[src/rtl/huffman_decoder.sv]
`default_nettype none
// ============================================================================
//  Module   : huffman_decoder
//  Purpose  : Serial MSB-first decoder for a 6-symbol Huffman code. Captures
//             the code/mask table on code_valid, then emits one registered
//             symbol pulse per completed codeword and flags unmatched or
//             truncated codewords.
//  Revision : 1.0 - initial release
// ============================================================================
module huffman_decoder #(
    parameter int CODE_W = 8,
    parameter int CNT_W  = 16
) (
    input  logic              clk,
    input  logic              reset,
    input  logic              code_valid,
    input  logic [CODE_W-1:0] HC1,
    input  logic [CODE_W-1:0] HC2,
    input  logic [CODE_W-1:0] HC3,
    input  logic [CODE_W-1:0] HC4,
    input  logic [CODE_W-1:0] HC5,
    input  logic [CODE_W-1:0] HC6,
    input  logic [CODE_W-1:0] M1,
    input  logic [CODE_W-1:0] M2,
    input  logic [CODE_W-1:0] M3,
    input  logic [CODE_W-1:0] M4,
    input  logic [CODE_W-1:0] M5,
    input  logic [CODE_W-1:0] M6,
    input  logic              bit_valid,
    input  logic              bit_in,
    input  logic              bit_last,
    output logic              bit_ready,
    output logic              sym_valid,
    output logic [2:0]        sym_out,
    output logic              err,
    output logic [CNT_W-1:0]  dec_cnt
);

    localparam int c_NSYM  = 6;
    localparam int c_LEN_W = 4;

    typedef enum logic [1:0] {
        ST_EMPTY  = 2'd0,
        ST_DECODE = 2'd1,
        ST_HALT   = 2'd2
    } state_t;

    // Codeword length of a contiguous mask is its population count
    function automatic logic [c_LEN_W-1:0] popcount(input logic [CODE_W-1:0] v);
        logic [c_LEN_W-1:0] c;
        c = '0;
        for (int b = 0; b < CODE_W; b++) begin
            c = c + {{(c_LEN_W-1){1'b0}}, v[b]};
        end
        return c;
    endfunction

    state_t              r_state;
    state_t              w_state_nx;
    logic [CODE_W-1:0]   r_hc   [c_NSYM];
    logic [CODE_W-1:0]   r_m    [c_NSYM];
    logic [c_LEN_W-1:0]  r_l    [c_NSYM];
    logic [c_LEN_W-1:0]  r_maxlen;
    logic [CODE_W-1:0]   r_acc;
    logic [c_LEN_W-1:0]  r_len;
    logic                r_bit_ready;
    logic                r_sym_valid;
    logic [2:0]          r_sym_out;
    logic                r_err;
    logic [CNT_W-1:0]    r_dec_cnt;

    logic [CODE_W-1:0]   w_hc_in  [c_NSYM];
    logic [CODE_W-1:0]   w_m_in   [c_NSYM];
    logic [c_LEN_W-1:0]  w_l_in   [c_NSYM];
    logic [c_LEN_W-1:0]  w_maxlen_in;
    logic [CODE_W-1:0]   w_acc_sh;
    logic [c_LEN_W-1:0]  w_len_inc;
    logic                w_match;
    logic [2:0]          w_match_sym;
    logic [CODE_W-1:0]   w_acc_nx;
    logic [c_LEN_W-1:0]  w_len_nx;
    logic                w_sym_valid_nx;
    logic [2:0]          w_sym_out_nx;
    logic                w_err_nx;
    logic [CNT_W-1:0]    w_dec_cnt_nx;

    assign w_hc_in[0] = HC1;
    assign w_hc_in[1] = HC2;
    assign w_hc_in[2] = HC3;
    assign w_hc_in[3] = HC4;
    assign w_hc_in[4] = HC5;
    assign w_hc_in[5] = HC6;
    assign w_m_in[0]  = M1;
    assign w_m_in[1]  = M2;
    assign w_m_in[2]  = M3;
    assign w_m_in[3]  = M4;
    assign w_m_in[4]  = M5;
    assign w_m_in[5]  = M6;

    // Lengths and longest codeword of the table being offered for load
    always_comb begin
        w_maxlen_in = '0;
        for (int i = 0; i < c_NSYM; i++) begin
            w_l_in[i] = popcount(w_m_in[i]);
            if (w_l_in[i] > w_maxlen_in) begin
                w_maxlen_in = w_l_in[i];
            end
        end
    end

    assign w_acc_sh  = {r_acc[CODE_W-2:0], bit_in};
    assign w_len_inc = r_len + {{(c_LEN_W-1){1'b0}}, 1'b1};

    // Match search; scanning high to low lets the lowest index win
    always_comb begin
        w_match     = 1'b0;
        w_match_sym = '0;
        for (int i = c_NSYM - 1; i >= 0; i--) begin
            if ((r_l[i] == w_len_inc) && (r_l[i] != '0) &&
                (((r_hc[i] ^ w_acc_sh) & r_m[i]) == '0)) begin
                w_match     = 1'b1;
                w_match_sym = 3'(i + 1);
            end
        end
    end

    // Next-state and datapath decisions; table load outranks bit handling
    always_comb begin
        w_state_nx     = r_state;
        w_acc_nx       = r_acc;
        w_len_nx       = r_len;
        w_sym_valid_nx = 1'b0;
        w_sym_out_nx   = r_sym_out;
        w_err_nx       = 1'b0;
        w_dec_cnt_nx   = r_dec_cnt;
        if (code_valid) begin
            w_state_nx   = ST_DECODE;
            w_acc_nx     = '0;
            w_len_nx     = '0;
            w_dec_cnt_nx = '0;
        end else if (bit_valid && r_bit_ready) begin
            if (w_match) begin
                w_sym_valid_nx = 1'b1;
                w_sym_out_nx   = w_match_sym;
                w_acc_nx       = '0;
                w_len_nx       = '0;
                w_dec_cnt_nx   = r_dec_cnt + {{(CNT_W-1){1'b0}}, 1'b1};
                if (bit_last) begin
                    w_state_nx = ST_HALT;
                end
            end else if (bit_last || (w_len_inc >= r_maxlen)) begin
                w_err_nx   = 1'b1;
                w_acc_nx   = '0;
                w_len_nx   = '0;
                w_state_nx = ST_HALT;
            end else begin
                w_acc_nx = w_acc_sh;
                w_len_nx = w_len_inc;
            end
        end
    end

    // State, table and output registers
    always_ff @(posedge clk) begin
        if (reset) begin
            r_state     <= ST_EMPTY;
            r_maxlen    <= '0;
            r_acc       <= '0;
            r_len       <= '0;
            r_bit_ready <= 1'b0;
            r_sym_valid <= 1'b0;
            r_sym_out   <= '0;
            r_err       <= 1'b0;
            r_dec_cnt   <= '0;
            for (int i = 0; i < c_NSYM; i++) begin
                r_hc[i] <= '0;
                r_m[i]  <= '0;
                r_l[i]  <= '0;
            end
        end else begin
            if (code_valid) begin
                r_maxlen <= w_maxlen_in;
                for (int i = 0; i < c_NSYM; i++) begin
                    r_hc[i] <= w_hc_in[i];
                    r_m[i]  <= w_m_in[i];
                    r_l[i]  <= w_l_in[i];
                end
            end
            r_state     <= w_state_nx;
            r_acc       <= w_acc_nx;
            r_len       <= w_len_nx;
            r_bit_ready <= (w_state_nx == ST_DECODE);
            r_sym_valid <= w_sym_valid_nx;
            r_sym_out   <= w_sym_out_nx;
            r_err       <= w_err_nx;
            r_dec_cnt   <= w_dec_cnt_nx;
        end
    end

    assign bit_ready = r_bit_ready;
    assign sym_valid = r_sym_valid;
    assign sym_out   = r_sym_out;
    assign err       = r_err;
    assign dec_cnt   = r_dec_cnt;

endmodule
`default_nettype wire

[config.mk]
export PLATFORM = sky130hd
export DESIGN_NAME = huffman_decoder
export DESIGN_NICKNAME = d
export VERILOG_FILES = /design/src/rtl/huffman_decoder.sv
export SDC_FILE = /design/constraint.sdc
export NUM_CORES = 1
export LEC_CHECK = 0
export ABC_AREA = 1
export CAP_MARGIN = 20
export CORE_MARGIN = 2
export CORE_UTILIZATION = 52
export CTS_BUF_LIST = sky130_fd_sc_hd__clkbuf_16
export CTS_CLUSTER_SIZE = 20
export DETAILED_ROUTE_END_ITERATION = 10
export PLACE_DENSITY_LB_ADDON = 0.3
export SYNTH_ARGS = -nofsm -noshare
export SYNTH_HDL_FRONTEND = slang
export SYNTH_SLANG_ARGS = --single-unit
[constraint.sdc]
create_clock -name clk -period 14.7 [get_ports clk]
set_clock_uncertainty 0.2 [all_clocks]
set_input_delay 2.205 -clock clk [delete_from_list [all_inputs] [get_ports clk]]
set_output_delay 2.205 -clock clk [all_outputs]
set_load 0.01 [all_outputs]
After elaboration in Yosys (flattened, before gate mapping) --
Memories as Yosys holds them, arrays and structs flattened. Cells that the tools add are included.
Word-level totals: bits in registers 39, memory bits (writable) 120, input port bits 102, output and inout port bits 22, logic and storage cells 185, memories kept 3
Memory list:
- r_hc | depth 6, width 8, rd ports 6, clocked after Yosys merged registers in 0, write ports 6, RTL line 60 | logic [CODE_W-1:0] r_hc [c_NSYM];
- r_m | depth 6, width 8, rd ports 6, clocked after Yosys merged registers in 0, write ports 6, RTL line 61 | logic [CODE_W-1:0] r_m [c_NSYM];
- r_l | depth 6, width 4, rd ports 6, clocked after Yosys merged registers in 0, write ports 6, RTL line 62 | logic [c_LEN_W-1:0] r_l [c_NSYM];
Cells by class: $add $sub $neg 44, order comparisons 7, equal/unequal tests 7, muxes and demuxes 52, bitwise operators 32, reduce and logical (&&, ||, !) cells 31
Operator list (number):
- $add 4x1->4 | 24
- $mux 8 | 12
- $mux 4 | 14
- $and 8x8->8 | 6
- $logic_not 8->1 | 6
- $xor 8x8->8 | 6
- $add 3x1->4 | 6
- $eq 4x4->1 | 6
- $reduce_bool 4->1 | 6
- $gt 4x4->1 | 5
- $add 2x1->3 | 6
- $mux 3 | 6
- $or 1x1->1 | 18
- $add 16x1->16 const B | 1
- $mux 7 | 2
- $logic_and 1x1->1 | 13
- $mux 1 | 13
- $add 1x1->2 | 6
- $mux 2 | 5
- $add 4x1->4 const B | 1
- $ge 4x4->1 | 1
- $gt 4x1->1 const B | 1
- $reduce_or 4->1 | 1
- $reduce_and 3->1 | 1
- 6 further kinds | 7

Logic depth before layout (Yosys ltp) --
Gate-level depths: netlist of the first run.
depth after elaboration 19, mapped depth 56

Worst setup path before layout of the first run --
OpenSTA, ideal clock, no wires.
path type input-to-reg, from in M1[0], to reg r_maxlen[0], library setup time 112 ps, arrival time 8914 ps, data required time 14388 ps, setup slack 5474 ps, cell stages on the path 51, path buffers 1, cells stage by stage inv_1 -> fa_1 -> fa_1 -> fa_1 -> inv_1 -> ha_1 -> inv_1 -> fa_1 -> clkbuf_1 -> ha_1 -> nand2_1 -> nand2_1 -> nand2_1 -> nand2_1 -> nand2_2 -> o21ai_0 -> ha_1 -> nand2_1 -> [15 not listed] -> inv_1 -> ha_1 -> nand2_1 -> inv_1 -> nand2_1 -> inv_1 -> nand3_1 -> nand2_2 -> nand2_1 -> and2_1 -> ha_1 -> nand2_1 -> o21ai_0 -> o21ai_1 -> o21ai_0 -> inv_1 -> nand2_1 -> nand2_1
On the way: longest elaborated chain between the ends 19
RTL lines:
- start: declaration | RTL line 23 | input logic [CODE_W-1:0] M1,
- $add 1x1->2 * | RTL line 53 | c = c + {{(c_LEN_W-1){1'b0}}, v[b]};
- $add 2x1->3 * | RTL line 53
- $add 3x1->4 * | RTL line 53
- $add 4x1->4 * (4 in series) | RTL line 53
- $gt 4x1->1 | RTL line 105 | if (w_l_in[i] > w_maxlen_in) begin
- $mux 4 * | RTL line 105
- $gt 4x4->1 | RTL line 105
- $mux 4 * | RTL line 105
- $gt 4x4->1 | RTL line 105
- $mux 4 * | RTL line 105
- $gt 4x4->1 | RTL line 105
- $mux 4 * | RTL line 105
- $gt 4x4->1 | RTL line 105
- $mux 4 * | RTL line 105
- $gt 4x4->1 | RTL line 105
- $mux 4 * | RTL line 105
- end signal: assignment | RTL line 182 | r_maxlen <= w_maxlen_in;
- end: declaration | RTL line 63 | logic [c_LEN_W-1:0] r_maxlen;
Mark *: on every way between the ends. The rest lies on a longest branch, timed or not. A chain may end at the register's enable or synchronous reset.

==> flow_metrics.env, run 1 <==
export IMPL_post_route_min_period_ns=10.10
export IMPL_area_growth_pct=21.5
export IMPL_worst_path_buf_inv=11
export IMPL_crit_top_cell="nand2_1"
export IMPL_avgSynthCellArea_sq_um=8.57
export IMPL_synth_seq_cells=159
export IMPL_htree_levels=4
export IMPL_cts_root_buf="clkbuf_16"
export IMPL_setup_viol=0
export IMPL_fmax_mhz=99.0
export IMPL_postPlaceCellArea_sq_um=10600
export IMPL_grt_pass1_wl_microns=33000
export IMPL_slowest_stage="fa_1"
export IMPL_groute_usage_overall_pct=23.0
export IMPL_core_sq_um=17200
export IMPL_synth_top_area_share_pct=39.5
export IMPL_ys_warn_count=0
export IMPL_slew_violations=0
export IMPL_synth_cell_types=44
export IMPL_clock_path_buffers=2
export IMPL_wl_per_cell_microns=14.3
export IMPL_vias=7179
export IMPL_initial_utilization_pct=52.9
export IMPL_cap_violations=0
export IMPL_critPathMaxStageDelay_ns=0.56
export IMPL_fin_tns_setup_ns=0
export IMPL_drive_above_1_share_pct=5.36
export IMPL_cts_made_buffers=17
export IMPL_cts_resized=0
export IMPL_synthArstFlopShare_pct=0
export IMPL_routed_wl_microns=20300
export IMPL_drtAntennaViolNets=0
export IMPL_drt_iter0_markers=482
export IMPL_synth_edf_count=120
export IMPL_crit_required_ns=14.82
export IMPL_crit_type="input port to register"
export IMPL_synthTopCellsByArea="edfxtp_1 (40%), inv_1 (8.8%), dfxtp_1 (8.6%), nand2_1 (7.2%), nor2_1 (7.2%)"
export IMPL_rsz0062_at_grt="no"
export IMPL_powerDensity_nw_per_um2=184
export IMPL_synth_most_common_cell="inv_1"
export IMPL_worst_slack_ns=4.60
export IMPL_worst_ep_arrival_time_ns=10.22
export IMPL_fin_nets=1348
export IMPL_tightest_slew_ns=0.940
export IMPL_grt_max_degree=91
export IMPL_cts_tree="yes"
export IMPL_cts_setup_buffers=0
export IMPL_min_period_over_period_pct=68.7
export IMPL_synthTopCellsByCount="inv_1 (213), nand2_1 (174), nor2_1 (174)"
export IMPL_hold_viol_final=0
export IMPL_dr_pass1_iters=5
export IMPL_ir_drop_mv=0.156
export IMPL_port_buffers=123
export IMPL_antenna_cells=0
export IMPL_place_congestion=0.951
export IMPL_dp_hpwl_microns=14400
export IMPL_die_y_microns=136
export IMPL_antenna_found_initial=0
export IMPL_fill_cells=1393
export IMPL_insertion_delay_ns=0.42
export IMPL_startpoint_type="input port"
export IMPL_p_leak_nw=5.15
export IMPL_syn_area_sq_um=9120
export IMPL_grt_pass1_vias=6856
export IMPL_postSynthCellCount=1064
export IMPL_die_x_microns=136
export IMPL_ios=124
export IMPL_die_area_sq_um=18600
export IMPL_yosysSeqAreaShare_pct=48.1
export IMPL_cp_top_family="adder cells"
export IMPL_multi_input_area_sq_um=3810
export IMPL_cts_clk_slew_worst_paths_ns=0.06
export IMPL_status="finished clean"
export IMPL_min_path_type="register to register"
export IMPL_drc_errors=0
export IMPL_cts_hold_buffers=0
export IMPL_yosysTopAreaCell="edfxtp_1"
export IMPL_ff_latch_area_sq_um=4380
export IMPL_synth_ff_type="edfxtp_1"
export IMPL_worstSetupEndpointType="register"
export IMPL_cp_max_fo=8
export IMPL_grt_overflow_total=0
export IMPL_dp_slack_ns=4.22
export IMPL_relSlewSlack_pct=37.3
export IMPL_avgViaCountPerCell=5.06
export IMPL_final_cell_area_sq_um=11100
export IMPL_synth_nets=1230
export IMPL_rows=48
export IMPL_clock_sinks=159
## sequential cells by signal (all words and copies together) (netlist names)
signal     count
dec_cnt       16
err            1
sym_valid      1
r_acc          7
sym_out        3
r_len          4
r_state        2
r_m           48
bit_ready      1
r_l           24
r_maxlen       4
r_hc          48
## kinds of logic after synthesis
family                   after synthesis  share of synthesized area (%)
AND/OR/NAND/NOR                      466                           21.9
adder cells (fa/ha/maj)               64                           10.8
buffers and inverters                243                           10.1
XOR/XNOR                              21                           2.22
flip-flops                           159                           48.1
AO/OA/AOI/OAI                        111                           6.99
## final cells by class
class | instances | share of cell area (%)
sequential | 159 | 39.6
clock buffer | 18 | 4.07
inverter | 215 | 7.32
tap | 225 | 2.54
timing repair buffer | 127 | 11.4
multi-input combinational | 662 | 34.5
clock inverter | 14 | 0.655
## through the flow
step / util [%] / power [mW] / instances / hold WS (ns)
finish: 64.2 / 2.03 / 1420 / 0.256
global route: 64.2 / 2.24 / 1420 / 0.278
CTS: 64.2 / 2.03 / 1420 / 0.262
detailed placement: 61.2 / 1.63 / 1388 / 0.251
global placement: 61.2 / 1.58 / 1387 / 0.249
floorplan: - / 1.39 / 1064 / 0.226
## metal layers
metal  up-vias  track usage (%)  part of all wire [%]
met5         -                0                     0
li1       3629                -                     -
met2       213             39.0                    48
met4         0             6.42                   1.9
met1      3301             30.3                    45
met3        36             4.36                   5.3
## placed cells by master, fill, tap and decap left out, types with 14 or more instances in the layout
cell type	n
a21oi_1	37
clkbuf_16	18
clkdlybuf4s50_1	123
dfxtp_1	39
edfxtp_1	120
fa_1	24
ha_1	40
inv_1	214
nand2_1	174
nand3_1	54
nor2_1	174
nor3_1	14
o21ai_0	37
xor2_1	16
## worst paths after layout
path / slack (ns) / depth (start not counted) / endpoint / from
setup / recovery: 4.60 / 48 / r_maxlen[3] / M2[0]
hold / removal: 0.26 / 2 / r_maxlen[1] / r_maxlen[1]
setup reg to reg: 10.84 / 15 / dec_cnt[11] / r_len[0]
hold reg to reg: 0.26 / 2 / r_maxlen[1] / r_maxlen[1]
## power breakdown
part	internal, mW	leakage [nW]	switching [mW]
registers	0.527	1.61	0.0182
logic	0.412	3.26	0.680
clock network	0.222	0.283	0.174
## worst register-to-register path: stages (launching register included)
cell and delay (ns):
dfxtp_1 0.75, ha_1 0.47, inv_1 0.21, nand2_1 0.10, o211ai_1 0.08, nor2_1 0.13, o2111ai_1 0.17, nor3_2 0.38
nor2_1 0.14, nand2_2 0.15, nand2_4 0.11, inv_1 0.16, nand4_1 0.13, nor3_1 0.34, a21oi_1 0.12, o21a_1 0.14
No activity file was read; power rests on OpenSTA's default activity.
==> run 2, diff against run 1 <==
- CORE_UTILIZATION: 52 -> 50
- clock period: 14.7 -> 8.65 ns (I/O delays scaled with it)
==> run 2 against run 1 <==
  * Sequential share of layout area down 2.1 points
  * Wire length grew 8.5%
  * Cell area grew 5.5%
  * Critical endpoint unchanged
==> flow_metrics.env, run 2 (synthesis gave the netlist of run 1 again) <==
export IMPL_ir_drop_mv=0.440
export IMPL_grt_max_degree=86
export IMPL_postPlaceCellArea_sq_um=10800
export IMPL_final_cell_area_sq_um=11700
export IMPL_slowest_stage="fa_1"
export IMPL_final_cell_mix="inv_1 (204), nor2_1 (174), nand2_1 (163)"
export IMPL_worst_ep_arrival_time_ns=8.34
export IMPL_dr_pass1_iters=5
export IMPL_antenna_found_initial=0
export IMPL_ios=124
export IMPL_drt_iter0_markers=571
export IMPL_worstSetupEndpointType="register"
export IMPL_ff_latch_area_sq_um=4380
export IMPL_groute_usage_overall_pct=23.2
export IMPL_min_path_type="register to register"
export IMPL_die_x_microns=139
export IMPL_relSlewSlack_pct=31.3
export IMPL_min_period_over_period_pct=94.9
export IMPL_power_frac_comb_pct=67.1
export IMPL_fmax_mhz=122
export IMPL_rsz0062_at_grt="no"
export IMPL_slew_violations=0
export IMPL_die_area_sq_um=19300
export IMPL_powerDensity_nw_per_um2=436
export IMPL_initial_utilization_pct=50.9
export IMPL_drtAntennaViolNets=0
export IMPL_fill_cells=1440
export IMPL_crit_top_cell="nand2_1"
export IMPL_setup_viol=0
export IMPL_vias=7435
export IMPL_die_y_microns=139
export IMPL_power_switching_mw=2.14
export IMPL_status="finished clean"
export IMPL_rr_worst_depth=19
export IMPL_tightest_slew_ns=1.03
export IMPL_critPathMaxStageDelay_ns=0.55
export IMPL_clock_sinks=159
export IMPL_p_leak_nw=5.42
export IMPL_area_growth_pct=28.1
export IMPL_hold_viol_final=0
export IMPL_drive_above_1_share_pct=11.8
export IMPL_multi_input_area_sq_um=4050
export IMPL_dp_hpwl_microns=15100
export IMPL_startpoint_type="input port"
export IMPL_antenna_cells=0
export IMPL_place_congestion=0.900
export IMPL_grt_overflow_total=0
export IMPL_crit_required_ns=8.78
export IMPL_fin_nets=1388
export IMPL_crit_type="input port to register"
export IMPL_hold_depth=2
export IMPL_grt_pass1_vias=7445
export IMPL_final_common_cell="inv_1"
export IMPL_pwr_share_clk_pct=14.7
export IMPL_cp_max_fo=8
export IMPL_rows=49
export IMPL_grt_pass1_wl_microns=35700
export IMPL_p_int_mw=2.95
export IMPL_avgViaCountPerCell=5.08
export IMPL_cts_root_buf="clkbuf_16"
export IMPL_core_sq_um=17900
export IMPL_cts_clk_slew_worst_paths_ns=0.06
export IMPL_clock_path_buffers=2
export IMPL_htree_levels=4
export IMPL_port_buffers=123
export IMPL_p_sw_share_pct=42.1
export IMPL_drc_errors=0
export IMPL_routed_wl_microns=22000
export IMPL_cap_violations=0
export IMPL_largest_registers="r_hc (48), r_m (48), r_l (24)"
export IMPL_cts_tree="yes"
export IMPL_cts_hold_buffers=0
export IMPL_insertion_delay_ns=0.43
export IMPL_p_total_mw=5.09
export IMPL_wl_per_cell_microns=15.0
export IMPL_cts_made_buffers=17
export IMPL_post_route_min_period_ns=8.21
export IMPL_seq_power_share_pct=18.2
==> run 2: routing by layer <==
layer | track usage, % | routed length, microns
met1 | 29.9 | 9610
met2 | 39.5 | 10600
met3 | 4.11 | 1170
met4 | 8.19 | 574
met5 | 0 | 0
==> run 2: layout make-up <==
type,count,share of cell area (%)
timing repair buffer,167,13.5
clock buffer,17,3.64
inverter,215,6.94
multi-input combinational,662,34.6
sequential,159,37.5
tap,229,2.45
clock inverter,15,1.30
==> run 2: worst paths after layout <==
| path | to | slack, ns | from |
|---|---|---|---|
| hold reg to reg | r_maxlen[1] | 0.25 | r_maxlen[1] |
| setup reg to reg | dec_cnt[15] | 4.75 | r_len[0] |
| setup / recovery | r_maxlen[3] | 0.44 | M1[3] |
| hold / removal | r_maxlen[1] | 0.25 | r_maxlen[1] |
==> run 2: per-stage QoR <==
step	instances	setup TNS, ns	hold WS (ns)	utilization (%)	worst slack [ns]
after floorplan	1064	0	0.226	-	0.332
after CTS	1460	-0.0299	0.254	63.8	-0.0162
final	1464	0	0.252	65.3	0.438
after global routing	1464	0	0.274	65.3	0.000705
after detailed placement	1428	-2.15	0.240	60.5	-0.548
after global placement	1428	-0.711	0.242	60.5	-0.183
==> run 2: timing repair <==
item / 4_1_cts / 5_1_grt
pin swaps: 0 / 22
resized for setup: 5 / 66
endpoints found under the setup margin: 4 / 4
buffers inserted: 0 / 3
==> run 2: critical path, delay by kind of cell <==
kind                       cells  cell delay, ns
buffers and inverters         11            0.69
and+or+nand+nor               25            1.93
xor gates and xnor gates       1            0.17
AOI/OAI and AO/OA              7            0.76
adders and majority gates     10            3.45
==> run 2: power groups by stage <==
stage | logic (mW) | registers (mW) | clock network [mW]
after floorplan | 1.43 | 0.934 | 0
after global placement | 2.24 | 0.939 | 0
after detailed placement | 2.32 | 0.940 | 0
after CTS | 2.41 | 0.925 | 0.757
after global routing | 3.74 | 0.932 | 0.785
final | 3.42 | 0.926 | 0.749
